<file path="config.mk">
export PLATFORM = sky130hd
export DESIGN_NAME = fetch_control
export DESIGN_NICKNAME = d
export VERILOG_FILES = /design/src/rtl/fetch_control.sv
export SDC_FILE = /design/constraint.sdc
export NUM_CORES = 1
export LEC_CHECK = 0
export CAP_MARGIN = 20
export CELL_PAD_IN_SITES_DETAIL_PLACEMENT = 2
export CELL_PAD_IN_SITES_GLOBAL_PLACEMENT = 2
export CORE_UTILIZATION = 30
export CTS_CLUSTER_DIAMETER = 150
export CTS_CLUSTER_SIZE = 8
export DETAILED_ROUTE_END_ITERATION = 10
export PLACE_DENSITY = 0.79
export SYNTH_ARGS = -nofsm -noshare
export SYNTH_HDL_FRONTEND = slang
export SYNTH_SLANG_ARGS = --single-unit
</file>
<file path="constraint.sdc">
create_clock -name clock -period 2.7 [get_ports clock]
set_clock_uncertainty 0.1 [all_clocks]
set_input_delay 0.405 -clock clock [delete_from_list [all_inputs] [get_ports clock]]
set_output_delay 0.405 -clock clock [all_outputs]
set_load 0.03 [all_outputs]
</file>
<file path="src/rtl/fetch_control.sv">
// fetch_control: IF stage controller; drives PC select, imem req/ack, IF/ID with skid + redirect flush.
// Ports: clock/reset, PC in, PS out, imem_req/addr/ack/data, br_take/br_reg, stall, ifid_valid/instr/pc.
module fetch_control #(
  parameter int IW = 32,
  parameter int AW = 64
) (
  input  logic          clock,
  input  logic          reset,
  input  logic [AW-1:0] PC,
  output logic [1:0]    PS,
  output logic          imem_req,
  output logic [AW-1:0] imem_addr,
  input  logic          imem_ack,
  input  logic [IW-1:0] imem_data,
  input  logic          br_take,
  input  logic          br_reg,
  input  logic          stall,
  output logic          ifid_valid,
  output logic [IW-1:0] ifid_instr,
  output logic [AW-1:0] ifid_pc
);

  typedef enum logic [1:0] {
    IDLE,
    REQ,
    SKID,
    DROP
  } state_t;

  state_t state, nstate;

  logic [IW-1:0] skid_instr;
  logic [AW-1:0] skid_pc;
  logic [AW-1:0] drop_addr;

  logic accept;
  logic load_mem;
  logic load_skid;
  logic cap_skid;
  logic latch_drop;

  assign accept = !ifid_valid || !stall;

  always_comb begin
    imem_req  = 1'b0;
    imem_addr = '0;
    case (state)
      REQ: begin
        imem_req  = 1'b1;
        imem_addr = PC;
      end
      DROP: begin
        imem_req  = 1'b1;
        imem_addr = drop_addr;
      end
      default: ;
    endcase
  end

  always_comb begin
    nstate     = state;
    PS         = 2'b00;
    load_mem   = 1'b0;
    load_skid  = 1'b0;
    cap_skid   = 1'b0;
    latch_drop = 1'b0;
    if (reset) begin
      nstate = IDLE;
    end else if (br_take) begin
      PS = br_reg ? 2'b01 : 2'b11;
      if (state == REQ && !imem_ack) begin
        // request still outstanding: wait it out at the old address
        nstate     = DROP;
        latch_drop = 1'b1;
      end else if (state == DROP) begin
        nstate = DROP;
      end else begin
        nstate = REQ;
      end
    end else begin
      case (state)
        IDLE: nstate = REQ;
        REQ: begin
          if (imem_ack) begin
            PS = 2'b10;
            if (accept) begin
              load_mem = 1'b1;
            end else begin
              cap_skid = 1'b1;
              nstate   = SKID;
            end
          end
        end
        SKID: begin
          if (!stall) begin
            load_skid = 1'b1;
            nstate    = REQ;
          end
        end
        DROP: begin
          if (imem_ack) nstate = REQ;
        end
        default: nstate = IDLE;
      endcase
    end
  end

  always_ff @(posedge clock) begin
    if (reset) begin
      state      <= IDLE;
      ifid_valid <= 1'b0;
      ifid_instr <= '0;
      ifid_pc    <= '0;
      skid_instr <= '0;
      skid_pc    <= '0;
      drop_addr  <= '0;
    end else begin
      state <= nstate;
      if (load_mem) begin
        ifid_valid <= 1'b1;
        ifid_instr <= imem_data;
        ifid_pc    <= PC;
      end else if (load_skid) begin
        ifid_valid <= 1'b1;
        ifid_instr <= skid_instr;
        ifid_pc    <= skid_pc;
      end else if (br_take || !stall) begin
        ifid_valid <= 1'b0;
      end
      if (br_take) begin
        skid_instr <= '0;
        skid_pc    <= '0;
      end else if (cap_skid) begin
        skid_instr <= imem_data;
        skid_pc    <= PC;
      end
      if (latch_drop) drop_addr <= PC;
    end
  end

endmodule

</file>
== Word-level counts from Yosys, hierarchy flattened ==
Cells that the tools add are included.
W data, S select, Z words.

* Memory bits (read-only): 0
* Word-level logic and storage cells: 65
* Bits in latches: 0
* Memory bits (writable): 0
* Output and inout bits: 164
* Bits in registers: 259
* Memories: 0

* Bitwise operators: 0
* Add/sub/neg operators: 0
* Mux-type cells: 39
* Shifts and indexed selects: 0
* Equal/unequal tests: 7
* Div/mod/pow operators: 0
* Multipliers: 0
* Reductions and logical operators: 12
* Order comparisons: 0

{| class="wikitable"
|+ Operators by type and width
! cell !! number
|-
| $mux W64 || 2
|-
| $pmux W64 S2 || 1
|-
| $mux W32 || 2
|-
| $mux W2 || 12
|-
| $mux W1 || 21
|-
| $ne A3 B3 Y1 const B || 4
|-
| $pmux W2 S4 || 1
|-
| $eq A2 B2 Y1 const B || 2
|-
| $reduce_and A4 Y1 || 1
|-
| $reduce_or A2 Y1 || 2
|-
| $logic_not A1 Y1 || 3
|-
| $reduce_bool A3 Y1 || 1
|-
| $eq A2 B1 Y1 const B || 1
|-
| $logic_not A2 Y1 || 1
|-
| $logic_or A1 B1 Y1 || 2
|-
| $reduce_bool A2 Y1 || 1
|-
| $logic_and A1 B1 Y1 || 1
|}

== Depth between registers and ports, before layout ==
Gate-level depths: netlist (run 1).

* Depth in word-level cells: 8
* Mapped depth: 8

== Worst setup path after synthesis (run 1) ==
OpenSTA, ideal clock, no wires.

* Path kind: reg2out
* From: register state[1]
* To: output PS[1]
* Stages on the path, launching flop included: 7
* Path slack: 0.573 ns
* Data arrival time: 1.622 ns
* Path buffers: 3
* Required time: 2.195 ns
* Cell sequence: dfxtp_1 > buf_2 > nand3b_1 > buf_2 > buf_2 > mux2_2 > nor2_1

* Word-level cells in the longest chain between the ends: 4

{| class="wikitable"
|+ Ends and longest elaborated chain
! item !! RTL line !! RTL
|-
| start, declared || 30 || <nowiki>state_t state, nstate;</nowiki>
|-
| start signal, assigned || 118 || <nowiki>state <= nstate;</nowiki>
|-
| $eq A2 B1 Y1 || 81 || <nowiki>case (state)</nowiki>
|-
| $mux W2 || 81 ||
|-
| $mux W2 || 69 || <nowiki>end else if (br_take) begin</nowiki>
|-
| $mux W2 || 67 || <nowiki>if (reset) begin</nowiki>
|-
| end, declared || 10 || <nowiki>output logic [1:0] PS,</nowiki>
|}

No other way between the ends.

== Final worst setup path (run 1) ==
* From: register state[1]
* To: output imem_addr[57]

* Word-level cells in the longest chain between the ends: 2
* Elaborated cells between the ends (all ways): 3

{| class="wikitable"
|+ Ends and longest elaborated chain
! item !! RTL line !! RTL
|-
| $eq A2 B2 Y1 or $eq A2 B1 Y1 (tied branches) || 47 || <nowiki>case (state)</nowiki>
|-
| $pmux W64 S2 (*) || 47 ||
|-
| end, declared || 12 || <nowiki>output logic [AW-1:0] imem_addr,</nowiki>
|}

Mark *: on every way between the ends. The rest lies on a longest branch, timed or not.

==> impl_metrics.csv, run 1 <==
group,metric,value,unit
timing,tightestPinTransition,1.06,ns
drt,drt_iter0_drc,491,
global_routing,grt_pass1_wl,76000,µm
worst_setup_path,required,2.19,ns
synth,synth-edff-count,0,
die,fp.dieW,203,µm
synth,synthArstFlopShare,0,%
layout,design_area,16400,µm²
global_routing,overflow,0,
worst_setup_path,cpLargestDelayFamily,"buffers and inverters",
layout,stdcell_count,2091,
power_and_ir_drop,finalPower,9.71,mW
timing,setup_violations,0,
global_routing,groute.layer.met2.usage,40.4,%
die,start_util,30.5,%
synth,yosys-top-cells-count,"dfxtp_1 (259), o21ai_0 (190), clkbuf_1 (128)",
layout,fillerInstances,4322,
synth,synth.distinct_cells,38,
drt,via_per_inst,5.64,
min_path,worstHoldPathType,"input port to flop",
placed_design,dp_hpwl,29100,µm
synth,yosysMostFrequentCell,"dfxtp_1",
synth,synthFlopType,"dfxtp_1",
synth,synth_area_leaders,"dfxtp_1 (43%), o21ai_0 (7.8%), a311oi_1 (7.0%)",
status,status,"completed",
worst_setup_path,r2r_start,"state[1]",
timing,fin_crit,2.61,ns
clock_network,clock_sinks,259,
die,die_h,203,µm
global_routing,antenna_found_initial,3,
global_routing,grt_busiest_layer,"met2",
layout,syn_to_final_growth,35.4,%
clock_network,numCtsBuffers,38,
global_routing,grt_pass1_vias,13100,
timing,fin_hold_ws,0.0609,ns
drt,drc,0,
global_routing,grt_max_degree,127,
drt,via_count,11800,
worst_setup_path,crit_type,"flop to primary output",
global_routing,use_met3,3.98,%
worst_setup_path,cp-end-kind,"primary output",
layout,sequential_cell_area,5190,µm²
worst_setup_path,cp-start-kind,"flop",
layout,multi_input_area,6230,µm²
placed_design,dpl.cell_count,2044,
placed_design,globalplace.congestion,0.723,
worst_setup_path,crit_fanout,18,
worst_setup_path,slowest_stage,"clkdlybuf4s50_1",
timing,min_period_over_period,96.6,%
layout,fin_nets,1664,
clock_network,cts-root-buf,"clkbuf_16",
clock_network,cts_hold_buffers,0,
clock_network,clock_path_buffers,3,
die,die_area,41300,µm²
synth,syn_area,12100,µm²
layout,drive_gt1_share,9.46,%
placed_design,port_buffers,265,
timing,max-slew-margin-rel,29.3,%
worst_setup_path,crit_path_start,"state[1]",
flow_run,cap_viol_max_count,0,
die,rows,73,
min_path,min_from,"reset",
power_and_ir_drop,power_density,591,nW/µm²
timing,fmax,0.383,GHz
drt,drt-total-wl,48300,µm
synth,syn_avg_cell_area,8.75,µm²
drt,first_pass_iters,4,
die,coreArea,39800,µm²
clock_network,h-tree-depth,2,
clock_network,cts_tree,"yes",
worst_setup_path,cp_num_buf_inv,2,
clock_network,clock_latency,0.52,ns
placed_design,placed_cell_area,15300,µm²
timing,timing.setup.tns,0,ns
synth,yosys_warnings,0,
power_and_ir_drop,vdd_drop_max,0.000318,V
worst_setup_path,path_cells,"buf_12 > mux2i_1 > nor2_1 > clkdlybuf4s50_1",
synth,yosysSeqAreaShare,42.7,%
clock_network,clk_pin_slew,0.06,ns
power_and_ir_drop,leakage,5.53,nW
global_routing,use_met1,28.9,%
drt,drt-wirelength-per-cell,23.1,µm
global_routing,groute.usage.overall,23.1,%
drt,drtAntennaViolNets,0,
die,io_pins,266,
timing,rsz0062_at_grt,"false",
timing,slew_viol_final,0,
worst_setup_path,slowest_delay,0.70,ns
synth,synthesis.nets,1489,
timing,hold_violations,0,
synth,syn-instance-count,1387,
worst_setup_path,cp.arrival,2.10,ns
synth,yosys.area.top_type,"dfxtp_1",
synth,synth_seq_cells,259,
synth,synth_top_area_share,42.7,%
## where the power goes
part           switching (mW)  internal [mW]
clock network            1.70           2.65
registers              0.0550           3.91
logic                   0.826          0.555
## cell usage in the layout, fill, tap and decap left out, types with 2 or more instances in the layout
cell type and count:
mux2_2 46, clkbuf_16 41, nor3_1 96, buf_4 23, dlygate4sd2_1 3, nor2_1 66
nand2_1 2, dlymetal6s2s_1 23, o21ai_0 190, buf_12 23, a21oi_1 97, inv_2 2
clkdlybuf4s50_1 233, a311oi_1 97, or2_4 2, mux2i_1 64, mux2_1 19, nand3_1 96
nor2b_1 64, dfxtp_1 258, o21ai_1 4, nand3b_1 97
## worst register-to-register path, delay by kind of cell, from the launching register on
family	cells	cell delay (ns)
AOI/OAI and AO/OA	1	0.33
buffers and inverters	2	0.87
DFF	1	0.46
and+or+nand+nor	2	0.46
## metrics by stage
stage / util [%] / setup WS, ns
final: 41.3 / 0.0907
after global routing: 41.3 / 0.00166
after CTS: 41.1 / 0.00619
after detailed placement: 38.4 / 0.133
after global placement: 38.4 / 0.241
after floorplan: - / 0.573
## cell type report
cell class	count	area share [%]
clock inverter	1	0.0457
inverter	2	0.0457
tap	525	4.00
multi-input combinational	954	37.9
antenna	1	0.0152
timing repair buffer	307	20.1
sequential	259	31.6
clock buffer	42	6.27
## metal layers
layer	share of wire (%)	vias up
met5	0.046	-
met4	2.2	4
met3	4.3	78
met2	49	258
met1	44	6036
li1	-	5410
## cell families after synthesis
logic type             synth area share, %
AND/OR/NAND/NOR                       20.3
flip-flops                            42.7
multiplexers                          11.3
buffers and inverters                 6.37
AO/OA/AOI/OAI                         19.3
## final timing paths
kind | end | slack [ns] | depth (start not counted)
worst max register to register | ifid_pc[42] | 0.35 | 5
worst min register to register | skid_pc[27] | 0.38 | 2
worst min-delay path | state[1] | 0.06 | 2
worst max-delay path | imem_addr[57] | 0.09 | 4
## what timing repair did
item | CTS | global route
buffers inserted | 3 | 0
resized for setup | 3 | 23
setup endpoints to repair | 62 | 23
gates cloned | 0 | 0
## registers in the layout (all words and copies together) (netlist names)
| signal | flops |
|---|---|
| drop_addr | 64 |
| ifid_pc | 64 |
| skid_pc | 64 |
| ifid_instr | 32 |
| skid_instr | 32 |
| state | 2 |
| ifid_valid | 1 |
Power figures use the tool's default switching activity.
==> inputs of run 2 (changes only) <==
CAP_MARGIN = 30   (was 20)
==> run 2 against run 1 <==
Against the previous run:
- core utilization grew 0.069 points
- global-route usage stayed put
- total power about the same
- final cell count about the same
- critical path depth did not move
- sequential share of layout area decreased by 0.053 points
==> impl_metrics.csv, run 2 (synthesis gave the netlist of run 1 again) <==
group,metric,value,unit
worst_setup_path,r2r_cells,5,
clock_network,cts-root-buf,"clkbuf_16",
die,start_util,30.5,%
timing,slew_viol_final,0,
die,io_pins,266,
placed_design,port_buffers,265,
global_routing,grt_pass1_vias,13100,
worst_setup_path,cp-start-kind,"flop",
clock_network,numCtsBuffers,38,
timing,rsz0062_at_grt,"false",
worst_setup_path,crit_path_start,"state[1]",
timing,fin_crit,2.61,ns
worst_setup_path,crit_type,"flop to primary output",
power_and_ir_drop,vdd_drop_max,0.000318,V
placed_design,pre_cts_slack,0.133,ns
clock_network,clk_pin_slew,0.06,ns
die,rows,73,
clock_network,h-tree-depth,2,
min_path,worstHoldPathType,"input port to flop",
global_routing,grt_max_degree,127,
timing,fmax,0.383,GHz
die,die_area,41300,µm²
power_and_ir_drop,power_density,590,nW/µm²
worst_setup_path,required,2.19,ns
layout,largestRegisters,"drop_addr (64), ifid_pc (64), skid_pc (64)",
timing,setup_violations,0,
clock_network,clock_latency,0.52,ns
drt,via_per_inst,5.62,
timing,max-slew-margin-rel,51.6,%
timing,setup_slack,0.0884,ns
die,fp.dieW,203,µm
drt,drt_iter0_drc,473,
worst_setup_path,cp-end-kind,"primary output",
placed_design,dp_hpwl,29100,µm
timing,min_period_over_period,96.7,%
clock_network,clock_sinks,259,
layout,syn_to_final_growth,35.6,%
global_routing,grt_pass1_wl,76000,µm
timing,tightestPinTransition,0.726,ns
global_routing,groute.usage.overall,23.1,%
global_routing,overflow,0,
drt,first_pass_iters,4,
layout,layout_common_cells,"dfxtp_1 (258), clkdlybuf4s50_1 (233), o21ai_0 (190)",
flow_run,cap_viol_max_count,0,
worst_setup_path,r2r_start,"state[1]",
drt,drtAntennaViolNets,0,
layout,fin_nets,1665,
min_path,min_from,"reset",
die,coreArea,39800,µm²
layout,final_common_cell,"dfxtp_1",
power_and_ir_drop,leakage,5.54,nW
clock_network,cts_hold_buffers,0,
min_path,hold_depth,2,
placed_design,globalplace.congestion,0.723,
layout,drive_gt1_share,9.51,%
die,die_h,203,µm
drt,via_count,11700,
worst_setup_path,cp.arrival,2.11,ns
status,status,"completed",
timing,timing.setup.tns,0,ns
timing,hold_violations,0,
clock_network,clock_path_buffers,3,
worst_setup_path,crit_fanout,18,
clock_network,cts_tree,"yes",
drt,drc,0,
drt,drt-total-wl,48200,µm
global_routing,antenna_found_initial,3,
drt,drt-wirelength-per-cell,23.0,µm
## run 2: changes by cell type in the layout (fill, tap and decap cells not counted), sizes merged
cell	previous run	this run
buf	48	49
## run 2: final cells by class
cell class	instances	area, µm²
fillers	4322	23400
multi-input cells	954	6230
flip-flops and latches	259	5190
repair buffers	308	3330
clock buffers	42	1030
well taps	525	657
clock inverters	1	7.51
inverters	2	7.51
diodes	1	2.50
## run 2: timing repair
item | in CTS | in global routing
endpoints found under the hold margin | 0 | 0
gates resized for setup | 3 | 23
buffers inserted | 3 | 0
endpoints found under the setup margin | 62 | 23
## run 2: critical path, cell delays in order, from the launching register on
cell	delay, ns
dfxtp_4	0.47
buf_12	0.22
mux2i_1	0.09
nor2_1	0.10
clkdlybuf4s50_1	0.70
## run 2: layer usage
layer,vias to the layer above,track usage [%],share of wire (%)
met2,257,40.4,49
met1,5998,28.9,44
met5,-,0,0.046
li1,5411,-,-
met3,77,3.98,4.1
met4,4,7.04,2.1
## run 2: metrics by stage
stage               utilization, %  total power [mW]  area [µm²]  cells  hold slack [ns]
floorplan                        -              4.75       12100   1387            0.354
global placement              38.4              5.40       15300   2044            0.360
detailed placement            38.4              5.43       15300   2044            0.372
CTS                           41.1              9.84       16400   2090           0.0421
global route                  41.3              10.0       16500   2092           0.0699
finish                        41.3              9.71       16500   2092           0.0593
## run 2: power by group
part / switching (mW) / internal, mW / total [mW]
Combinational: 0.826 / 0.559 / 1.39
Sequential: 0.0549 / 3.91 / 3.97
Clock: 1.71 / 2.65 / 4.36
Total: 2.59 / 7.12 / 9.71
## run 2: worst paths after layout
kind / end / slack, ns
hold / removal: state[1] / 0.06
hold reg to reg: skid_pc[27] / 0.38
setup / recovery: imem_addr[57] / 0.09
setup reg to reg: ifid_pc[42] / 0.35
==> inputs of run 3 (changes only) <==
CAP_MARGIN = not set   (was 30)
==> results of run 3 <==
Same layout as run 1: the final DEF is identical, and so are final timing and power.
